==> src/rtl/memory_stage_pkg.sv <==
// Shared opcode encodings, widths and FSM state type for the memory stage.
package memory_stage_pkg;

    localparam int OPCODE_WIDTH = 6;
    localparam int FUNCT_WIDTH  = 6;

    localparam logic [OPCODE_WIDTH-1:0] OP_LOAD  = 6'b100011;
    localparam logic [OPCODE_WIDTH-1:0] OP_STORE = 6'b101011;

    typedef enum logic {
        MS_IDLE = 1'b0,
        MS_WAIT = 1'b1
    } ms_state_t;

    // True for opcodes that need a data-memory transfer.
    function automatic logic is_mem_op(input logic [OPCODE_WIDTH-1:0] op);
        return (op == OP_LOAD) || (op == OP_STORE);
    endfunction

endpackage

==> src/rtl/memory_stage.sv <==
// Memory-access pipeline stage: word loads/stores over a req/ack port,
// upstream stall while a transfer is outstanding, misalign/timeout error.
module memory_stage
    import memory_stage_pkg::*;
#(
    parameter int DWIDTH  = 32,
    parameter int RWIDTH  = 5,
    parameter int TIMEOUT = 255
) (
    input  logic                    ms_clk,
    input  logic                    ms_rst,
    input  logic                    ms_i_ce,
    input  logic [OPCODE_WIDTH-1:0] ms_i_opcode,
    input  logic [FUNCT_WIDTH-1:0]  ms_i_funct,
    input  logic [DWIDTH-1:0]       ms_i_alu_value,
    input  logic                    ms_i_zero,
    input  logic [DWIDTH-1:0]       ms_i_store_data,
    input  logic [RWIDTH-1:0]       ms_i_rd,
    output logic                    ms_o_stall,
    output logic                    ms_o_mem_req,
    output logic                    ms_o_mem_we,
    output logic [DWIDTH-1:0]       ms_o_mem_addr,
    output logic [DWIDTH-1:0]       ms_o_mem_wdata,
    input  logic                    ms_i_mem_ack,
    input  logic [DWIDTH-1:0]       ms_i_mem_rdata,
    output logic                    ms_o_ce,
    output logic [DWIDTH-1:0]       ms_o_wb_data,
    output logic [RWIDTH-1:0]       ms_o_rd,
    output logic                    ms_o_regwrite,
    output logic [OPCODE_WIDTH-1:0] ms_o_opcode,
    output logic [FUNCT_WIDTH-1:0]  ms_o_funct,
    output logic                    ms_o_zero,
    output logic                    ms_o_err
);

    localparam int CW = (TIMEOUT < 2) ? 1 : $clog2(TIMEOUT + 1);
    localparam logic [CW-1:0] CNT_LAST = CW'(TIMEOUT - 1);

    ms_state_t               state_q, state_d;
    logic [CW-1:0]           cnt_q, cnt_d;
    logic                    req_q, req_d;
    logic                    we_q, we_d;
    logic [DWIDTH-1:0]       addr_q, addr_d;
    logic [DWIDTH-1:0]       wdata_q, wdata_d;
    logic                    ce_q, ce_d;
    logic [DWIDTH-1:0]       wb_q, wb_d;
    logic [RWIDTH-1:0]       rd_q, rd_d;
    logic                    rw_q, rw_d;
    logic [OPCODE_WIDTH-1:0] op_q, op_d;
    logic [FUNCT_WIDTH-1:0]  fn_q, fn_d;
    logic                    zero_q, zero_d;
    logic                    err_q, err_d;

    // Next-state and next-output logic; every register holds unless a branch updates it.
    always_comb begin
        state_d = state_q;
        cnt_d   = cnt_q;
        req_d   = req_q;
        we_d    = we_q;
        addr_d  = addr_q;
        wdata_d = wdata_q;
        ce_d    = ce_q;
        wb_d    = wb_q;
        rd_d    = rd_q;
        rw_d    = rw_q;
        op_d    = op_q;
        fn_d    = fn_q;
        zero_d  = zero_q;
        err_d   = err_q;

        case (state_q)
            MS_IDLE: begin
                if (!ms_i_ce) begin
                    ce_d  = 1'b0;
                    wb_d  = '0;
                    rw_d  = 1'b0;
                    err_d = 1'b0;
                end else begin
                    rd_d   = ms_i_rd;
                    op_d   = ms_i_opcode;
                    fn_d   = ms_i_funct;
                    zero_d = ms_i_zero;
                    if (!is_mem_op(ms_i_opcode)) begin
                        wb_d  = ms_i_alu_value;
                        rw_d  = 1'b1;
                        ce_d  = 1'b1;
                        err_d = 1'b0;
                    end else if (ms_i_alu_value[1:0] != 2'b00) begin
                        // Misaligned word access: report without touching memory.
                        wb_d  = '0;
                        rw_d  = 1'b0;
                        ce_d  = 1'b1;
                        err_d = 1'b1;
                    end else begin
                        addr_d  = ms_i_alu_value;
                        we_d    = (ms_i_opcode == OP_STORE);
                        wdata_d = (ms_i_opcode == OP_STORE) ? ms_i_store_data : '0;
                        req_d   = 1'b1;
                        cnt_d   = '0;
                        ce_d    = 1'b0;
                        wb_d    = '0;
                        rw_d    = 1'b0;
                        err_d   = 1'b0;
                        state_d = MS_WAIT;
                    end
                end
            end
            MS_WAIT: begin
                ce_d = 1'b0;
                if (ms_i_mem_ack) begin
                    req_d   = 1'b0;
                    ce_d    = 1'b1;
                    err_d   = 1'b0;
                    wb_d    = we_q ? addr_q : ms_i_mem_rdata;
                    rw_d    = !we_q;
                    state_d = MS_IDLE;
                end else if (cnt_q == CNT_LAST) begin
                    req_d   = 1'b0;
                    ce_d    = 1'b1;
                    err_d   = 1'b1;
                    rw_d    = 1'b0;
                    wb_d    = '0;
                    state_d = MS_IDLE;
                end else begin
                    cnt_d = cnt_q + CW'(1);
                end
            end
            default: state_d = MS_IDLE;
        endcase
    end

    // State, counter and output registers; reset clears everything and aborts a transfer.
    always_ff @(posedge ms_clk) begin
        if (ms_rst) begin
            state_q <= MS_IDLE;
            cnt_q   <= '0;
            req_q   <= 1'b0;
            we_q    <= 1'b0;
            addr_q  <= '0;
            wdata_q <= '0;
            ce_q    <= 1'b0;
            wb_q    <= '0;
            rd_q    <= '0;
            rw_q    <= 1'b0;
            op_q    <= '0;
            fn_q    <= '0;
            zero_q  <= 1'b0;
            err_q   <= 1'b0;
        end else begin
            state_q <= state_d;
            cnt_q   <= cnt_d;
            req_q   <= req_d;
            we_q    <= we_d;
            addr_q  <= addr_d;
            wdata_q <= wdata_d;
            ce_q    <= ce_d;
            wb_q    <= wb_d;
            rd_q    <= rd_d;
            rw_q    <= rw_d;
            op_q    <= op_d;
            fn_q    <= fn_d;
            zero_q  <= zero_d;
            err_q   <= err_d;
        end
    end

    assign ms_o_stall     = (state_q == MS_WAIT);
    assign ms_o_mem_req   = req_q;
    assign ms_o_mem_we    = we_q;
    assign ms_o_mem_addr  = addr_q;
    assign ms_o_mem_wdata = wdata_q;
    assign ms_o_ce        = ce_q;
    assign ms_o_wb_data   = wb_q;
    assign ms_o_rd        = rd_q;
    assign ms_o_regwrite  = rw_q;
    assign ms_o_opcode    = op_q;
    assign ms_o_funct     = fn_q;
    assign ms_o_zero      = zero_q;
    assign ms_o_err       = err_q;

endmodule

==> config.mk <==
export PLATFORM = sky130hd
export DESIGN_NAME = memory_stage
export DESIGN_NICKNAME = d
export VERILOG_FILES = /design/src/rtl/memory_stage_pkg.sv /design/src/rtl/memory_stage.sv
export SDC_FILE = /design/constraint.sdc
export NUM_CORES = 1
export LEC_CHECK = 0
export ABC_AREA = 1
export CORE_MARGIN = 3
export CORE_UTILIZATION = 42
export DETAILED_ROUTE_END_ITERATION = 8
export GPL_ROUTABILITY_DRIVEN = 1
export PLACE_DENSITY = 0.79
export SYNTH_ARGS = -nofsm -noshare
export SYNTH_HDL_FRONTEND = slang
export SYNTH_SLANG_ARGS = --single-unit
==> constraint.sdc <==
create_clock -name ms_clk -period 1.5 [get_ports ms_clk]
set_input_delay 0.225 -clock ms_clk [delete_from_list [all_inputs] [get_ports ms_clk]]
set_output_delay 0.225 -clock ms_clk [all_outputs]
set_load 0.02 [all_outputs]
==> flow_summary.json <==
{
  "status": "complete, but fails checks",
  "violations": "setup timing",
  "finalCritPeriodShare_pct": 102,
  "grt_pass1_wl_um": 28800,
  "fin_ws_ps": -31.3,
  "grt_pass1_vias": 5418,
  "syn_area_per_cell_um2": 7.41,
  "highest_layer": "met4",
  "drive_gt1_share_pct": 16.1,
  "arrival_ps": 1830,
  "clock_latency_ps": 420,
  "insertedDiodeCount": 0,
  "synthAdderAreaFrac_pct": 0.466,
  "cp_cell_sequence": "inv_2 > buf_4 > nor2_4 > nand2_8 > clkbuf_16 > o21ai_0 > nor2_1",
  "root_buffer": "clkbuf_16",
  "critPathLaunchType": "register",
  "clk_pin_slew_ps": 60,
  "layout.nets": 1108,
  "cts_tree": "done",
  "grt_usage_pct": 25.5,
  "synth_area_leaders": "dfxtp_1 48%, a21oi_1 13%, o21ai_0 8.8%",
  "synth_area_um2": 5370,
  "start_util_pct": 43.8,
  "cts.sinks": 128,
  "area_growth_pct": 71.3,
  "synth_top_area_share_pct": 47.8,
  "critPathMaxStageDelay_ps": 330,
  "yosysTopAreaCell": "dfxtp_1",
  "wl_per_cell_um": 18.4,
  "synth-simple-area-share_pct": 19.0,
  "dp.cells": 1111,
  "fp.dieH_um": 119,
  "rsz0062_at_grt": "true",
  "instances_no_fill": 1169,
  "worstSetupEndpointType": "register",
  "clock_path_buffers": 2,
  "wl_met3_um": 2500,
  "worst_pin_slew_ps": 600,
  "layout_commonest_cell": "dfxtp_1",
  "final_cell_mix": "124 x dfxtp_1, 120 x dlygate4sd2_1, 116 x a21oi_1, 114 x clkdlybuf4s50_1, 86 x nor2_1",
  "setup_viol": 6,
  "synth_top_family_by_area": "compound AO/OA/AOI/OAI gates",
  "ctsHoldBuffers": 0,
  "port_buffers": 237,
  "drt_iter0_drc": 716,
  "drv_cap": 0,
  "grt_overflow": 0,
  "coreArea_um2": 12300,
  "muxShareOfSynthArea_pct": 0,
  "ys_types": 26,
  "crit_type": "register to register",
  "hold_violations": 0,
  "fin_area_um2": 9200,
  "synth_nets": 844,
  "clock_skew_ps": 5.72,
  "netlist_instances": 724,
  "drtPass1Iterations": 5,
  "placed_area_um2": 8090,
  "die_w_um": 119,
  "drc": 0,
  "peakVddDrop_v": 0.000677,
  "vias_per_cell": 5.41,
  "yosysWarnings": 0,
  "synth_compound_area_share_pct": 24.0,
  "hold_class": "primary input to register",
  "critPathTopFamily": "simple AND/OR/NAND/NOR gates",
  "leakagePower_uw": 0.00419,
  "finalWirelength_um": 21500,
  "globalplace.congestion": 0.824,
  "p_per_area_nw_per_um2": 935,
  "ys_ff_latch": 128,
  "synth_xor_area_share_pct": 0.163,
  "wl_met2_um": 10100,
  "ys_seq_area_share_pct": 47.8,
  "period_needed_ps": 1530,
  "cts_buffers": 17,
  "crit_slowest_cell": "dfxtp_2",
  "met1_length_um": 8300,
  "num_io_pins": 238,
  "slew_headroom_pct": 59.9,
  "grt_max_degree": 58,
  "finalMaxSlewViolations": 0,
  "cts.htree.levels": 4,
  "dieArea_um2": 14200,
  "hold_ws_ps": 217,
  "fmax_mhz": 653,
  "required_ps": 1800,
  "vias": 6319,
  "postRouteAntennaNets": 0,
  "preCtsSetupSlack_ps": -482,
  "worst-path-buf-inv": 3,
  "antenna_found_initial": 0,
  "rows": 40,
  "crit_fanout": 9,
  "hpwlAfterDp_um": 12700
}
## through the flow
| step | utilization, % | TNS (ps) | power (µW) |
|---|---|---|---|
| after detailed placement | 66.0 | -35310 | 4510 |
| after global routing | 75.0 | -1860 | 8860 |
| after CTS | 69.7 | -74.7 | 8540 |
| after floorplan | - | 0 | 3920 |
| final | 75.0 | -89.9 | 8600 |
| after global placement | 66.0 | -31770 | 4500 |
## where the power goes
group	switching, µW	internal [µW]	total (µW)	leakage (µW)
clock network	1470	2660	4130	0.000291
registers	39.2	3480	3520	0.00104
logic	465	485	950	0.00286
total	1970	6630	8600	0.00419
## cells by family (layout without fill, tap and decap cells)
logic type	Yosys count	in the layout
AO/OA/AOI/OAI	255	255
XOR/XNOR	1	1
adder cells (fa/ha/maj)	2	2
buffers and inverters	107	381
flip-flops	128	128
AND/OR/NAND/NOR	231	234
## layer usage
layer / track usage, % / vias to the layer above
met1: 31.4 / 2893
met2: 40.6 / 390
met3: 10.4 / 58
met5: 0 / -
li1: - / 2978
met4: 8.33 / 0
## cell usage after synthesis
master    number
nand3_1        8
a21oi_1      137
nand2_1       90
buf_2         28
buf_4          3
nor2_8         1
buf_1          1
nor3b_1        1
nor2_1        89
o21ai_0       94
o21ai_1       22
ha_1           2
nor2_4         2
inv_1         47
buf_6          2
a211oi_2       1
xor2_1         1
dfxtp_1      128
inv_2          2
nand3_2        2
nor2_2         2
o21a_1         1
nand2_2        3
clkbuf_1      23
nand4_1       33
clkbuf_2       1
## area by class of cell
cell class                 instances  area [µm²]
sequential                       128        2570
clock buffer                      27         513
tap                              168         210
fill                             959        3070
timing repair buffer             300        3030
inverter                          49         186
multi-input combinational        492        2610
clock inverter                     5        75.1
## flip-flops by register name, summed over array words and instances (netlist names)
register and flops:
ms_o_err 1, ms_o_opcode 6, ms_o_mem_wdata 32, ms_o_funct 6
ms_o_mem_req 1, ms_o_wb_data 32, ms_o_stall 1, ms_o_mem_we 1
ms_o_regwrite 1, ms_o_mem_addr 32, ms_o_zero 1, ms_o_rd 5
ms_o_ce 1, cnt_q 8
## path summary, 6_finish.rpt
path / start / to / slack (ps) / cells past startpoint
setup / recovery: ms_o_stall / ms_o_wb_data[21] / -30 / 7
hold / removal: ms_i_opcode[1] / ms_o_opcode[1] / 220 / 3
setup reg to reg: ms_o_stall / ms_o_wb_data[21] / -30 / 7
hold reg to reg: ms_o_mem_wdata[0] / ms_o_mem_wdata[0] / 460 / 2
## repair_timing
action	in CTS	in global routing
buffers inserted	0	9
setup endpoints to repair	161	89
pin swaps	1	18
gates cloned	1	16
gates resized for setup	126	97
## worst min-delay path: cells and delay by family
family,cells,cell delay [ps]
AOI/OAI and AO/OA,1,120
buffers and inverters,1,170
and+or+nand+nor,1,80
Note: power is estimated with default switching activity, not from simulation.
